**config.mk**
```make
export PLATFORM = sky130hd
export DESIGN_NAME = seq_writer_flat
export DESIGN_NICKNAME = d
export VERILOG_FILES = /design/src/rtl/seq_writer_if.sv /design/src/rtl/seq_writer.sv /design/src/flat_wrapper.sv
export SDC_FILE = /design/constraint.sdc
export NUM_CORES = 1
export LEC_CHECK = 0
export BUFFER_PORTS_ARGS = -buffer_cell sky130_fd_sc_hd__buf_2
export CORE_MARGIN = 1.5
export CORE_UTILIZATION = 57
export DETAILED_ROUTE_END_ITERATION = 8
export PLACE_DENSITY = 0.85
export SLEW_MARGIN = 15
export SYNTH_ARGS = -nofsm -noshare
export SYNTH_HDL_FRONTEND = slang
export SYNTH_SLANG_ARGS = --single-unit
```
**constraint.sdc**
```tcl
create_clock -name i_clk_50 -period 4.8 [get_ports i_clk_50]
set_input_delay 0.48 -clock i_clk_50 [delete_from_list [all_inputs] [get_ports i_clk_50]]
set_output_delay 0.48 -clock i_clk_50 [all_outputs]
set_load 0.05 [all_outputs]
```
**src/rtl/seq_writer_if.sv**
```systemverilog
// Write-request bus between seq_writer and the sequence memory.
// The request fields hold steady from wr_en rising until wr_ack is sampled high.
`timescale 1ns/1ps
interface seq_writer_if #(
    parameter int unsigned DATA_W = 8,
    parameter int unsigned ADDR_W = 4
);
    logic              wr_en;
    logic [ADDR_W-1:0] wr_addr;
    logic [DATA_W-1:0] wr_data;
    logic              wr_ack;

    modport master (output wr_en, output wr_addr, output wr_data, input wr_ack);
    modport slave  (input wr_en, input wr_addr, input wr_data, output wr_ack);
endinterface

```
**src/rtl/seq_writer.sv**
```systemverilog
// Records a sequence of switch patterns into memory, one step per debounced button press.
// The record button starts and stops a recording; the step button captures one step.
`timescale 1ns/1ps
module seq_writer #(
    parameter int unsigned DATA_W = 8,
    parameter int unsigned ADDR_W = 4,
    parameter int unsigned DB_LEN = 8
) (
    input  logic              i_clk_50,
    input  logic              i_reset,
    input  logic              i_tick_1k,
    input  logic              i_pb_rec,
    input  logic              i_pb_step,
    input  logic [DATA_W-1:0] i_sw_pattern,
    seq_writer_if.master      m_wr,
    output logic [ADDR_W:0]   o_seq_len,
    output logic              o_recording,
    output logic              o_full,
    output logic [DATA_W-1:0] o_leds
);

    typedef enum logic [1:0] {StIdle, StRec, StWrite, StDone} state_e;

    localparam logic [ADDR_W:0] LP_MAX_LEN = {1'b1, {ADDR_W{1'b0}}};

    // Bit 0 is the record button, bit 1 the step button.
    logic [1:0][DB_LEN-1:0] r_db_sh;
    logic [1:0][DB_LEN-1:0] w_db_sh_nxt;
    logic [1:0]             r_db_lvl;
    logic [1:0]             r_db_lvl_d1;
    logic [1:0]             w_raw;
    logic [1:0]             w_press;

    state_e            r_state, w_state_nxt;
    logic              r_wr_en, w_wr_en_nxt;
    logic [ADDR_W-1:0] r_wr_addr, w_wr_addr_nxt;
    logic [DATA_W-1:0] r_wr_data, w_wr_data_nxt;
    logic [ADDR_W:0]   r_seq_len, w_seq_len_nxt;
    logic              r_full, w_full_nxt;
    logic              r_stop, w_stop_nxt;
    logic [ADDR_W:0]   w_len_inc;

    assign w_raw = {i_pb_step, i_pb_rec};

    always_comb begin
        for (int b = 0; b < 2; b++) begin
            w_db_sh_nxt[b] = {r_db_sh[b][DB_LEN-2:0], w_raw[b]};
        end
    end

    always_ff @(posedge i_clk_50 or posedge i_reset) begin
        if (i_reset) begin
            r_db_sh     <= '0;
            r_db_lvl    <= '0;
            r_db_lvl_d1 <= '0;
        end else begin
            r_db_lvl_d1 <= r_db_lvl;
            if (i_tick_1k) begin
                for (int b = 0; b < 2; b++) begin
                    r_db_sh[b] <= w_db_sh_nxt[b];
                    if (&w_db_sh_nxt[b]) begin
                        r_db_lvl[b] <= 1'b1;
                    end else if (~|w_db_sh_nxt[b]) begin
                        r_db_lvl[b] <= 1'b0;
                    end
                end
            end
        end
    end

    assign w_press   = r_db_lvl & ~r_db_lvl_d1;
    assign w_len_inc = r_seq_len + 1'b1;

    always_comb begin
        w_state_nxt   = r_state;
        w_wr_en_nxt   = r_wr_en;
        w_wr_addr_nxt = r_wr_addr;
        w_wr_data_nxt = r_wr_data;
        w_seq_len_nxt = r_seq_len;
        w_full_nxt    = r_full;
        w_stop_nxt    = r_stop;
        unique case (r_state)
            StIdle, StDone: begin
                if (w_press[0]) begin
                    w_state_nxt   = StRec;
                    w_seq_len_nxt = '0;
                    w_full_nxt    = 1'b0;
                end
            end
            StRec: begin
                if (w_press[0]) begin
                    w_state_nxt = StDone;
                end else if (w_press[1]) begin
                    w_state_nxt   = StWrite;
                    w_wr_en_nxt   = 1'b1;
                    w_wr_addr_nxt = r_seq_len[ADDR_W-1:0];
                    w_wr_data_nxt = i_sw_pattern;
                end
            end
            StWrite: begin
                if (w_press[0]) begin
                    w_stop_nxt = 1'b1;
                end
                if (m_wr.wr_ack) begin
                    w_wr_en_nxt   = 1'b0;
                    w_seq_len_nxt = w_len_inc;
                    w_stop_nxt    = 1'b0;
                    // A rec press landing on the ack cycle still counts as a stop request.
                    if (w_len_inc == LP_MAX_LEN) begin
                        w_state_nxt = StDone;
                        w_full_nxt  = 1'b1;
                    end else if (r_stop || w_press[0]) begin
                        w_state_nxt = StDone;
                    end else begin
                        w_state_nxt = StRec;
                    end
                end
            end
            default: w_state_nxt = StIdle;
        endcase
    end

    always_ff @(posedge i_clk_50 or posedge i_reset) begin
        if (i_reset) begin
            r_state   <= StIdle;
            r_wr_en   <= 1'b0;
            r_wr_addr <= '0;
            r_wr_data <= '0;
            r_seq_len <= '0;
            r_full    <= 1'b0;
            r_stop    <= 1'b0;
        end else begin
            r_state   <= w_state_nxt;
            r_wr_en   <= w_wr_en_nxt;
            r_wr_addr <= w_wr_addr_nxt;
            r_wr_data <= w_wr_data_nxt;
            r_seq_len <= w_seq_len_nxt;
            r_full    <= w_full_nxt;
            r_stop    <= w_stop_nxt;
        end
    end

    assign m_wr.wr_en   = r_wr_en;
    assign m_wr.wr_addr = r_wr_addr;
    assign m_wr.wr_data = r_wr_data;
    assign o_seq_len    = r_seq_len;
    assign o_full       = r_full;
    assign o_recording  = (r_state == StRec) || (r_state == StWrite);

    always_comb begin
        o_leds = DATA_W'(r_seq_len);
        if (r_state == StRec) begin
            o_leds = i_sw_pattern;
        end else if (r_state == StWrite) begin
            o_leds = r_wr_data;
        end
    end

endmodule
```
**src/flat_wrapper.sv**
```systemverilog
// flat-port wrapper written by rule: the top's interface ports become plain ports
module seq_writer_flat 
#(
    parameter int unsigned DATA_W = 8,
    parameter int unsigned ADDR_W = 4,
    parameter int unsigned DB_LEN = 8
)
  (i_clk_50, i_reset, i_tick_1k, i_pb_rec, i_pb_step, i_sw_pattern, o_seq_len, o_recording, o_full, o_leds, m_wr_wr_en, m_wr_wr_addr, m_wr_wr_data, m_wr_wr_ack);
  seq_writer_if #(.DATA_W(DATA_W), .ADDR_W(ADDR_W)) m_wr_i ();
  input  logic i_clk_50;
  input  logic i_reset;
  input  logic i_tick_1k;
  input  logic i_pb_rec;
  input  logic i_pb_step;
  input  logic [DATA_W-1:0] i_sw_pattern;
  output logic [ADDR_W:0] o_seq_len;
  output logic o_recording;
  output logic o_full;
  output logic [DATA_W-1:0] o_leds;
  output wire logic [$bits(m_wr_i.wr_en)-1:0] m_wr_wr_en;
  output wire logic [$bits(m_wr_i.wr_addr)-1:0] m_wr_wr_addr;
  output wire logic [$bits(m_wr_i.wr_data)-1:0] m_wr_wr_data;
  input wire logic [$bits(m_wr_i.wr_ack)-1:0] m_wr_wr_ack;
  assign m_wr_wr_en = m_wr_i.wr_en;
  assign m_wr_wr_addr = m_wr_i.wr_addr;
  assign m_wr_wr_data = m_wr_i.wr_data;
  assign m_wr_i.wr_ack = m_wr_wr_ack;
  seq_writer #(.DATA_W(DATA_W), .ADDR_W(ADDR_W), .DB_LEN(DB_LEN)) u_core (.i_clk_50(i_clk_50), .i_reset(i_reset), .i_tick_1k(i_tick_1k), .i_pb_rec(i_pb_rec), .i_pb_step(i_pb_step), .i_sw_pattern(i_sw_pattern), .m_wr(m_wr_i), .o_seq_len(o_seq_len), .o_recording(o_recording), .o_full(o_full), .o_leds(o_leds));
endmodule
```
# [Word level (Yosys, flattened, before mapping)]
# Index checks and enable logic that the tools add are counted.
[totals] word_cells=73 regBits=40
[op_classes] bitwise_logic=3 reduce_logical=19 n_addsub=1 n_eq_ne=12 mux=26
[ops] op="8-bit two-way mux" n=2
[ops] op="8-bit AND reduction" n=2
[ops] op="8-bit OR reduction" n=2
[ops] op="1-bit two-way mux" n=12
[ops] op="2-bit two-way mux" n=6
[ops] op="5-bit two-way mux" n=2
[ops] op="2-bit by 1-bit != test with 1-bit output (second input constant)" n=5
[ops] op="5-bit one-hot mux with 2 select lines" n=1
[ops] op="3-bit AND reduction" n=3
[ops] op="4-bit AND reduction" n=2
[ops] op="2-bit one-hot mux with 3 select lines" n=1
[ops] op="2-bit AND reduction" n=3
[ops] op="2-bit nonzero test" n=3
[ops] op="5-bit by 1-bit adder with 5-bit output (second input constant)" n=1
[ops] op="5-bit equality test (second input constant)" n=1
[ops] op="2-bit equality test (second input constant)" n=2
[ops] op="2-bit != test (second input constant)" n=2
[ops] op="1-bit one-hot mux with 2 select lines" n=2
[ops] op="3-bit by 1-bit != test with 1-bit output (second input constant)" n=1
[ops] op="2-bit AND" n=1
[ops] op="2-bit by 1-bit equality test with 1-bit output (second input constant)" n=1
[ops] op="2-bit logical NOT" n=1
[ops] op="1-bit logical OR" n=2
[ops] op="2-bit inverter" n=1
[ops] op="2 further kinds" n=2

# [Depth between registers and ports, before layout]
# Gate-level depths: netlist of run 1.
[logic_depth] ltp_word=7 ltp_mapped=8

# [Worst setup path before layout of run 1]
# Ideal clock, no wire load.
[synth_timing] path_kind="reg-to-output" startpoint="register u_core.r_state[0]" endpoint="output port o_leds[0]" stages_incl_launch_ff=7 slack_ns=2.234 required_ns=4.320 arrival_time_ns=2.086 path_cell_list="dfrtp_1 > inv_1 > ha_1 > buf_4 > clkbuf_8 > mux2i_1 > o21ai_0"
[synth_via] elab_chain_cells=3 word_cells_on_any_way=4
[synth_rtl] element="start: declaration" line_no="seq_writer.sv:34" text="state_e r_state, w_state_nxt;"
[synth_rtl] element="start signal: assignment" line_no="seq_writer.sv:125" text="r_state <= StIdle;"
[synth_rtl] element="start signal: assignment" line_no="seq_writer.sv:133" text="r_state <= w_state_nxt;"
[synth_rtl] element="2-bit equality test" line_no="seq_writer.sv:154" text="end else if (r_state == StWrite) begin"
[synth_rtl] element="8-bit two-way mux" line_no="seq_writer.sv:154"
[synth_rtl] element="8-bit two-way mux (*)" line_no="seq_writer.sv:152" text="if (r_state == StRec) begin"
[synth_rtl] element="end: declaration" line_no="flat_wrapper.sv:19" text="output logic [DATA_W-1:0] o_leds;"
# Mark *: on every way between the ends. The rest lies on a longest branch, timed or not.

# [Worst setup path after layout of run 1]
[layout_timing] startpoint="register u_core.r_state[0]" endpoint="output port o_leds[3]"
# Same word-level chain as after synthesis.

==> run metrics, run 1 <==
actual slew at the worst max-slew pin=about 650 ps; CP endpoint kind=output port; detailed-router iteration count before antenna repair=4; vias in the first global route=between 1,000 and 1,500; Die Height=around 61 microns; post-route ant nets=0; die width=61.1 microns; Setup TNS=0 ps; Mapped Area=roughly 0.0019 sq mm; n_diodes=0; nets@finish=about 230; register area share after synthesis=between 50% and 60%; slowest CP cell=ha_1; dpl cells=approximately 250; Crit path arrival time=around 2000 ps; Resized Gates After CTS=0; Leak=1.06 nW; synth warn=0; Initial Util=approximately three fifths; Worst Hold Class=in2async; Max IR drop VDD=roughly 0.21 mV; RSZ-0062 raised after global routing=false; postcts setup bufs=0; via count=~1,400; layout cells sized above 1=between 30% and 40%; CTS Buffer Depth=2; port buffer count=41; critical-path cell list=inv_1 > ha_1 > mux2i_1 > o21ai_0 > buf_2; DR DRC count=0; mux cell area share after synthesis=17.8%; r2r setup slk=2590 ps; clock network latency to the later pin of the worst-skew pair=between 300 and 400 ps; max-cap violations=0; max_slew headroom=between 50% and 60%; Root Driver=clkbuf_4; CP Max Fanout=15; Ports=42; nature of the critical path startpoint=flip-flop; die area=0.00373 sq mm; Synth top area share=between 50% and 60%; largest cells by area after synthesis=dfrtp_1 52%, mux2_2 15%, nand2_1 4.1%; Max Transition Viols Final=0; Clock transition at path regs=~120 ps; Yosys top cell by area=dfrtp_1; WS Path Type=reg2out; row cnt=20; Hold WS=222 ps; ys flop type=dfrtp_1; simple logic cell fraction of the synthesized area=about an eighth; XOR/XNOR Fraction of Synth Area=less than 1%; top-count cell post-synth=dfrtp_1; 1st-iter DRT viols=71; adder and majority cell fraction of the synthesized area=under 10%; final worst path period share=about 52%; CP peak stage delay=between 500 and 600 ps; Tot GR Track Use=22.3%; Tmin final=roughly 2500 ps; EDFF count, synth=0; Post-synth ARST share=100%; Cells after Synth=170; placed instance area=between 0.002 and 0.0025 sq mm; final instance area=about 0.0022 sq mm; CP required=around 4300 ps; Synth Area in Compound Gates=between 10% and 20%; pwr dens=around 510 mW/mm^2; Yosys cell types=36; Final Hold Viols=0; Core ar.=between 0.003 and 0.004 sq mm; cts bufs inserted=5; final wirelength=around 3.7 mm; flop and latch count out of synthesis=40; Hold Buf Count CTS=0; final cell count without fillers=approximately 250; syn_area_per_cell=between 10 and 15 sq um; status=completed; Area Overhead vs Synth=13.8%; Via density=roughly 5.7; first-pass GRT wire length=about 5.9 mm; WL/cell=between 10 and 15 microns; Post-DP HPWL=roughly 2.7 mm; CTS tree=built; Peak Freq=402 MHz; Final Skew=13.7 ps; H-tree levels=2; pin count of the biggest net entering global routing=about 40; largest family of logic cells by synthesized area=multiplexers; CTS sink count=40; Final setup viols=0; most frequent cells after synthesis=40 x dfrtp_1, 26 x mux2_2, 21 x nand2_1; Final GP Congestion=roughly 0.86; global route overflow=0; antenna violations before repair=0; post-synth net total=187
## registers in the layout (all words and copies together) (netlist names)
signal and count:
u_core.r_db_sh 14, u_core.m_wr.wr_data 8, u_core.o_seq_len 5, u_core.m_wr.wr_addr 4, u_core.r_db_lvl 2, u_core.r_db_lvl_d1 2, u_core.r_state 2, u_core.m_wr.wr_en 1
u_core.o_full 1, u_core.r_stop 1
## area by class of cell
type	instances	area (sq um)
inverter	8	30.0
fill	237	938
tap	44	55.1
clock buffer	7	65.1
multi-input combinational	113	826
timing repair buffer	42	213
sequential	40	1000
## per-stage QoR
step	util (%)	worst slack [ps]	power, mW
2_1_floorplan	-	2230	0.830
3_3_place_gp	67.9	2710	0.903
3_5_place_dp	67.9	2620	0.929
4_1_cts	70.0	2300	1.12
5_1_grt	70.0	2190	1.18
6_report	70.0	2310	1.11
## power breakdown
group | switching, mW | total, mW | internal (mW)
Combinational | 0.341 | 0.479 | 0.138
Clock | 0.104 | 0.187 | 0.0831
Sequential | 0.0524 | 0.446 | 0.393
Total | 0.497 | 1.11 | 0.614
## final timing paths
check                                          startpoint                                  to  cells after the start
max in group asynchronous                         i_reset       u_core.r_db_sh[5]$_DFFE_PP0P_                      3
min in group i_clk_50                         m_wr_wr_ack           u_core.r_stop$_DFFE_PP0P_                      2
hold reg to reg            u_core.r_db_lvl[1]$_DFFE_PP0P_     u_core.r_db_lvl_d1[1]$_DFF_PP0_                      0
hold / removal                                    i_reset  u_core.m_wr.wr_addr[3]$_DFFE_PP0P_                      3
setup / recovery            u_core.r_state[0]$_DFFE_PP0P_                           o_leds[3]                      5
setup reg to reg            u_core.r_state[1]$_DFFE_PP0P_  u_core.m_wr.wr_data[0]$_DFFE_PP0P_                      4
## kinds of logic (layout without fill, tap and decap cells)
group           after synthesis  after routing
compound gates               34             34
buf+inv                      17             57
simple gates                 44             44
xor+xnor                      1              1
fa+ha+maj                     3              3
mux                          31             31
flops                        40             40
## layout by cell type, fill, tap and decap left out, types with 2 or more instances in the layout
cell type  netlist  routed
nand2_1         21      21
dfrtp_1         40      40
o211ai_1         2       2
nor3_1           2       2
o31ai_1          2       2
o21ai_0         14      14
nand4_1          3       3
clkbuf_8         1       2
clkbuf_4         0       5
a21oi_1          7       7
mux2_2          26      26
nor2_1           6       6
inv_1            8       8
ha_1             3       3
nand3_1          4       4
o21ai_2          2       2
mux2i_1          5       5
buf_2            4      41
## worst max-delay path, delay by kind of cell (launching register included)
family	cells	cell delay [ps]
adder cells (fa/ha/maj)	1	570
flip-flops	1	400
buffers and inverters	2	360
AO/OA/AOI/OAI	1	170
multiplexers	1	150
## metal layers
layer / vias to the layer above / track usage [%] / share of wire [%]
met4: 0 / 12.7 / 0.92
met5: - / 0 / 0
met1: 720 / 26.2 / 43
met2: 41 / 36.5 / 51
li1: 682 / - / -
met3: 4 / 6.51 / 4.8
No activity file was read; power rests on OpenSTA's default activity.
==> run 2, diff against run 1 <==
Settings changed: ABC_AREA from default to 1, CORE_UTILIZATION 57 to 53, PLACE_DENSITY 0.85 to 0.8.
Clock period 4.8 ns to 2.3 ns, I/O delays scaled along.
==> run 2 against run 1 <==
  * Synthesized area fell by 2.7%
  * Largest power group unchanged
  * Highest routed layer unchanged
  * Wire length fell by 3.8%
  * First-iteration DRC count fell by 23%
==> run metrics, run 2 <==
commonest non-fill, non-tap cell in the layout=nand2_1; Yosys cell types=23; slowest CP cell=dfrtp_1; Initial Util=55.7%; Post-synth ARST share=100%; Hold Path Stages=3; 1st-iter DRT viols=55; die width=roughly 62 microns; Final Skew=13.4 ps; WS Path Type=reg2out; ys flop type=dfrtp_1; pin count of the biggest net entering global routing=41; vias in the first global route=1,515; Root Driver=clkbuf_4; switching pwr=approximately 1.6 mW; Synth top area share=between 50% and 60%; max-cap violations=0; commonest non-fill, non-tap cells in the layout=62 x nand2_1, 41 x buf_2, 40 x dfrtp_1; final worst setup slack=between 200 and 250 ps; Final GP Congestion=0.834; top-count cell post-synth=nand2_1; Fillers=between 300 and 400; actual slew at the worst max-slew pin=about 480 ps; Die Height=62.4 microns; Mapped Area=about 0.0019 sq mm; pwr dens=1400 mW/mm^2; Max Transition Viols Final=0; CP required=2070 ps; CP peak stage delay=roughly 380 ps; status=completed; Crit path max-delay family=buffers and inverters; nature of the critical path startpoint=flip-flop; detailed-router iteration count before antenna repair=4; max_slew headroom=around 68%; Final Hold Viols=0; Max IR drop VDD=0.789 mV; CTS tree=built; Seq pwr share=roughly a third; Peak Freq=485 MHz; Tmin final=2060 ps; Post-DP HPWL=approximately 2.5 mm; nets@finish=289; via count=around 1,600; Buf/Inv on CP=3; port buffer count=slightly above 40; Sw Ratio=a little over half; cts bufs inserted=5; synth warn=0; die area=0.00390 sq mm; CTS sink count=40; Reg with most FFs=u_core.r_db_sh; Most Used Layer, Global Route=met2; grt met2 use=33.1%; most frequent cells after synthesis=62 x nand2_1, 40 x dfrtp_1, 31 x inv_1; CP endpoint kind=output port; critical path depth=6; dpl cells=slightly above 300; Tot GR Track Use=20.7%; Final setup viols=0; Clock Power Share=about a tenth; Ports=42; row cnt=21; antenna violations before repair=0; Leak=1.16 nW; Cells after Synth=227; CTS Buffer Depth=2; final worst path period share=between 80 and 90%; Worst Hold Class=in2reg; clock network latency to the later pin of the worst-skew pair=350 ps; largest cells by area after synthesis=dfrtp_1 53%, nand2_1 12%, o21ai_0 7.7%; critical-path cell list=inv_1 > ha_2 > inv_2 > nand2_1 > a22oi_1 > buf_2; Area Overhead vs Synth=16.3%; EDFF count, synth=0; flop and latch count out of synthesis=40; max reg flops=14; post-synth net total=between 200 and 250; register area share after synthesis=between 50% and 60%; Internal=between 1 and 1.5 mW; Via density=around 5; cell depth of the worst flop-to-flop path=9; Clock transition at path regs=approximately 120 ps; RSZ-0062 raised after global routing=false; Yosys top cell by area=dfrtp_1; syn_area_per_cell=a little over 8 sq um; GR Layer Usage met3=4.14%; DR DRC count=0; final cell count without fillers=316; first-pass GRT wire length=about 6.4 mm; Crit path arrival time=roughly 1800 ps; n_diodes=0; H-tree levels=2; worst slack at placement=between 400 and 500 ps; final wirelength=roughly 3.5 mm; CP Max Fanout=15; total power=3.04 mW; WL/cell=roughly 11 microns; global route overflow=0; Core ar.=between 0.003 and 0.004 sq mm; Setup TNS=0 ps; GRT met1 Usage=between 20% and 30%; layout cells sized above 1=approximately a fifth; utilization after layout=64.8%; combinational share of power=55.9%; post-route ant nets=0
## run 2: repair_timing
item,in CTS,in global routing
buffers inserted,0,0
setup endpoints to repair,0,7
hold buffers,1,0
resized for setup,0,2
endpoints found under the hold margin,40,0
## run 2: worst paths after layout
kind                                                           end                           start  slack, ps
min in group asynchronous       u_core.m_wr.wr_addr[0]$_DFFE_PP0P_                         i_reset        520
worst min-delay path                 u_core.r_db_sh[8]$_DFFE_PP0P_                       i_pb_step        110
worst max-delay path                                     o_leds[4]   u_core.r_state[0]$_DFFE_PP0P_        240
worst max register to register           u_core.o_full$_DFFE_PP0P_   u_core.r_state[0]$_DFFE_PP0P_        590
max in group asynchronous       u_core.m_wr.wr_data[4]$_DFFE_PP0P_                         i_reset       1440
worst min register to register     u_core.r_db_lvl_d1[1]$_DFF_PP0_  u_core.r_db_lvl[1]$_DFFE_PP0P_        380
## run 2: power groups by stage
stage	combinational, mW	sequential [mW]	clock, mW
6_report	1.70	1.03	0.313
4_1_cts	1.70	1.03	0.327
3_3_place_gp	1.67	1.04	0
3_5_place_dp	1.69	1.04	0
5_1_grt	1.84	1.06	0.350
2_1_floorplan	0.927	1.42	0
## run 2: logic make-up after synthesis
logic type	count (synthesis)	share of synthesized area, %
AND/OR/NAND/NOR	96	21.6
AO/OA/AOI/OAI	47	14.2
buffers and inverters	40	8.15
flip-flops	40	53.4
adder cells (fa/ha/maj)	3	2.00
multiplexers	1	0.601
## run 2: final cells by class
cell class / count / area (sq um) / area share [%]
clock buffers: 5 / 37.5 / 1.72
multi-input cells: 147 / 724 / 33.3
flip-flops and latches: 40 / 1000 / 46.0
repair buffers: 44 / 230 / 10.6
well taps: 46 / 57.6 / 2.64
inverters: 34 / 128 / 5.86
## run 2: metrics by stage
step	cell area (sq um)	hold slack, ps
2_1_floorplan	1870	347
3_3_place_gp	2130	361
3_5_place_dp	2130	364
4_1_cts	2170	89.1
5_1_grt	2180	94.3
6_report	2180	112
## run 2: metal layers
| layer | up-vias | share of wire [%] |
|---|---|---|
| met5 | - | 0 |
| met4 | 0 | 2.2 |
| met3 | 8 | 4.2 |
| met2 | 36 | 46 |
| met1 | 695 | 48 |
| li1 | 826 | - |
## run 2: worst register-to-register path: stages (launching register included)
cell and delay (ps):
dfrtp_1 380, inv_1 70, ha_2 290, inv_2 190, nor2_4 60, a21oi_2 220
o21ai_2 130, nor2_1 130, nor2_1 50, a21oi_1 110
==> run 3, diff against run 2 <==
Settings changed: ABC_AREA 1 to default.
==> run 3 against run 2 <==
  * Critical endpoint is now o_leds[6]
  * Clock skew is 6.4 ps lower
  * Setup slack better by 1.3 ps
  * Largest cell class unchanged
  * Maximum frequency hardly changed
  * Flip-flop and latch count stayed put
==> run metrics, run 3 (synthesis results as in run 1) <==
status=completed; final cell count without fillers=between 200 and 300; RSZ-0062 raised after global routing=false; final worst path period share=between 80% and 90%; final wirelength=approximately 3.6 mm; CP required=a little over 2000 ps; die area=between 0.004 and 0.005 sq mm; DR DRC count=0; Final Hold Viols=0; WL/cell=around 14 microns; Crit path arrival time=~1800 ps; Tmin final=roughly 2100 ps; vias in the first global route=1,435; CTS Buffer Depth=2; Max IR drop VDD=about 0.47 mV; max-cap violations=0; Initial Util=56.3%; die width=about 63 microns; Post-DP HPWL=approximately 2.7 mm; placed instance area=0.00214 sq mm; Min-Delay Endpoint=u_core.r_stop$_DFFE_PP0P_; Tot GR Track Use=20.0%; CP Max Fanout=10; H-tree levels=2; max reg flops=14; cell depth of the worst flop-to-flop path=4; CTS sink count=40; via count=approximately 1,400; Clock transition at path regs=110 ps; Peak Freq=486 MHz; post-route ant nets=0; clock network latency to the later pin of the worst-skew pair=~340 ps; Setup TNS=0 ps; detailed-router iteration count before antenna repair=4; Final GP Congestion=between 0.8 and 0.9; Final Skew=a little under 7 ps; postcts setup bufs=0; actual slew at the worst max-slew pin=between 600 and 700 ps; RR Startpoint=u_core.r_state[1]$_DFFE_PP0P_; commonest non-fill, non-tap cells in the layout=41 x buf_2, 40 x dfrtp_1, 26 x mux2_2; first-pass GRT wire length=6.25 mm; global route overflow=0; 1st-iter DRT viols=72; max_slew headroom=between 50% and 60%; nature of the critical path startpoint=flip-flop; dpl cells=roughly 250; Fillers=between 200 and 300; commonest non-fill, non-tap cell in the layout=buf_2; Hold Path Stages=2; CTS tree=built; pin count of the biggest net entering global routing=a little over 40; Die Height=approximately 63 microns; HP Start=m_wr_wr_ack; layout cells sized above 1=38.5%; Worst Hold Class=in2reg; Leak=roughly 1.1 nW; Final setup viols=0; port buffer count=41; reg2reg end=u_core.m_wr.wr_addr[2]$_DFFE_PP0P_; Ports=42; row cnt=21; Root Driver=clkbuf_4; Area Overhead vs Synth=15.3%; CP endpoint kind=output port; Reg with most FFs=u_core.r_db_sh; r2r setup slk=around 570 ps; Core ar.=0.00342 sq mm; antenna violations before repair=0; Max Transition Viols Final=0; final instance area=~0.0022 sq mm; nets@finish=230; n_diodes=0; Via density=approximately 5.6; cts bufs inserted=5; pwr dens=1050 mW/mm^2; WS Path Type=reg2out
[run 3: changes by cell type in the layout (fill, tap and decap cells not counted), sizes merged, moves of 5 or more]
cell	delta
a22oi	-6
inv	-25
mux2	+25
mux2i	+5
nand2	-41
nand3	-9
nor2	-5
o21ai	-14
[run 3: stage by stage]
step / hold WS (ps) / utilization (%) / worst slack [ps] / power, mW
finish: 129 / 65.0 / 240 / 2.33
global route: 115 / 65.0 / 119 / 2.48
CTS: 117 / 64.9 / 86.6 / 2.35
detailed placement: 375 / 62.7 / 500 / 1.96
global placement: 365 / 62.7 / 583 / 1.90
floorplan: 320 / - / 66.6 / 1.74
[run 3: repair_timing]
action	4_1_cts	5_1_grt
endpoints found under the setup margin	0	5
hold buffers	1	0
hold endpoints to repair	20	0
gates resized for setup	0	1
[run 3: cell type report]
type | count | area, sq um | area share, %
Sequential cell | 40 | 1000 | 45.1
Multi-Input combinational cell | 113 | 828 | 37.3
Timing Repair Buffer | 45 | 238 | 10.7
Clock buffer | 7 | 65.1 | 2.93
Tap cell | 46 | 57.6 | 2.59
Inverter | 8 | 30.0 | 1.35
[run 3: per-layer routing]
| layer | track usage, % | routed length [microns] | vias up |
|---|---|---|---|
| li1 | - | - | 690 |
| met1 | 23.5 | 1490 | 701 |
| met2 | 35.0 | 1870 | 37 |
| met3 | 3.75 | 140 | 11 |
| met4 | 10.1 | 89 | 0 |
| met5 | 0 | 0 | - |
[run 3: worst max-delay path by stage]
stage / slack (ps) / cells past startpoint / start / end
detailed placement: 500 / 6 / u_core.r_state[0]$_DFFE_PP0P_ / o_leds[5]
floorplan: 70 / 6 / u_core.r_state[0]$_DFFE_PP0P_ / o_leds[5]
CTS: 90 / 6 / u_core.r_state[0]$_DFFE_PP0P_ / o_leds[5]
global route: 120 / 6 / u_core.r_state[0]$_DFFE_PP0P_ / o_leds[6]
finish: 240 / 6 / u_core.r_state[0]$_DFFE_PP0P_ / o_leds[6]
global placement: 580 / 7 / u_core.r_state[0]$_DFFE_PP0P_ / u_core.o_seq_len[2]$_DFFE_PP0P_
[run 3: worst max-delay path, stage by stage, from the launching register on]
cell     delay (ps)
dfrtp_1         400
inv_1            90
ha_2            310
buf_4           200
nand2_1          60
o21ai_0         150
buf_2           290
[run 3: power by group]
group          switching, mW  leakage, nW  total (mW)  internal [mW]
Sequential             0.105        0.521       0.926          0.821
Combinational          0.713        0.516        1.02          0.309
Clock                  0.213       0.0374       0.386          0.173
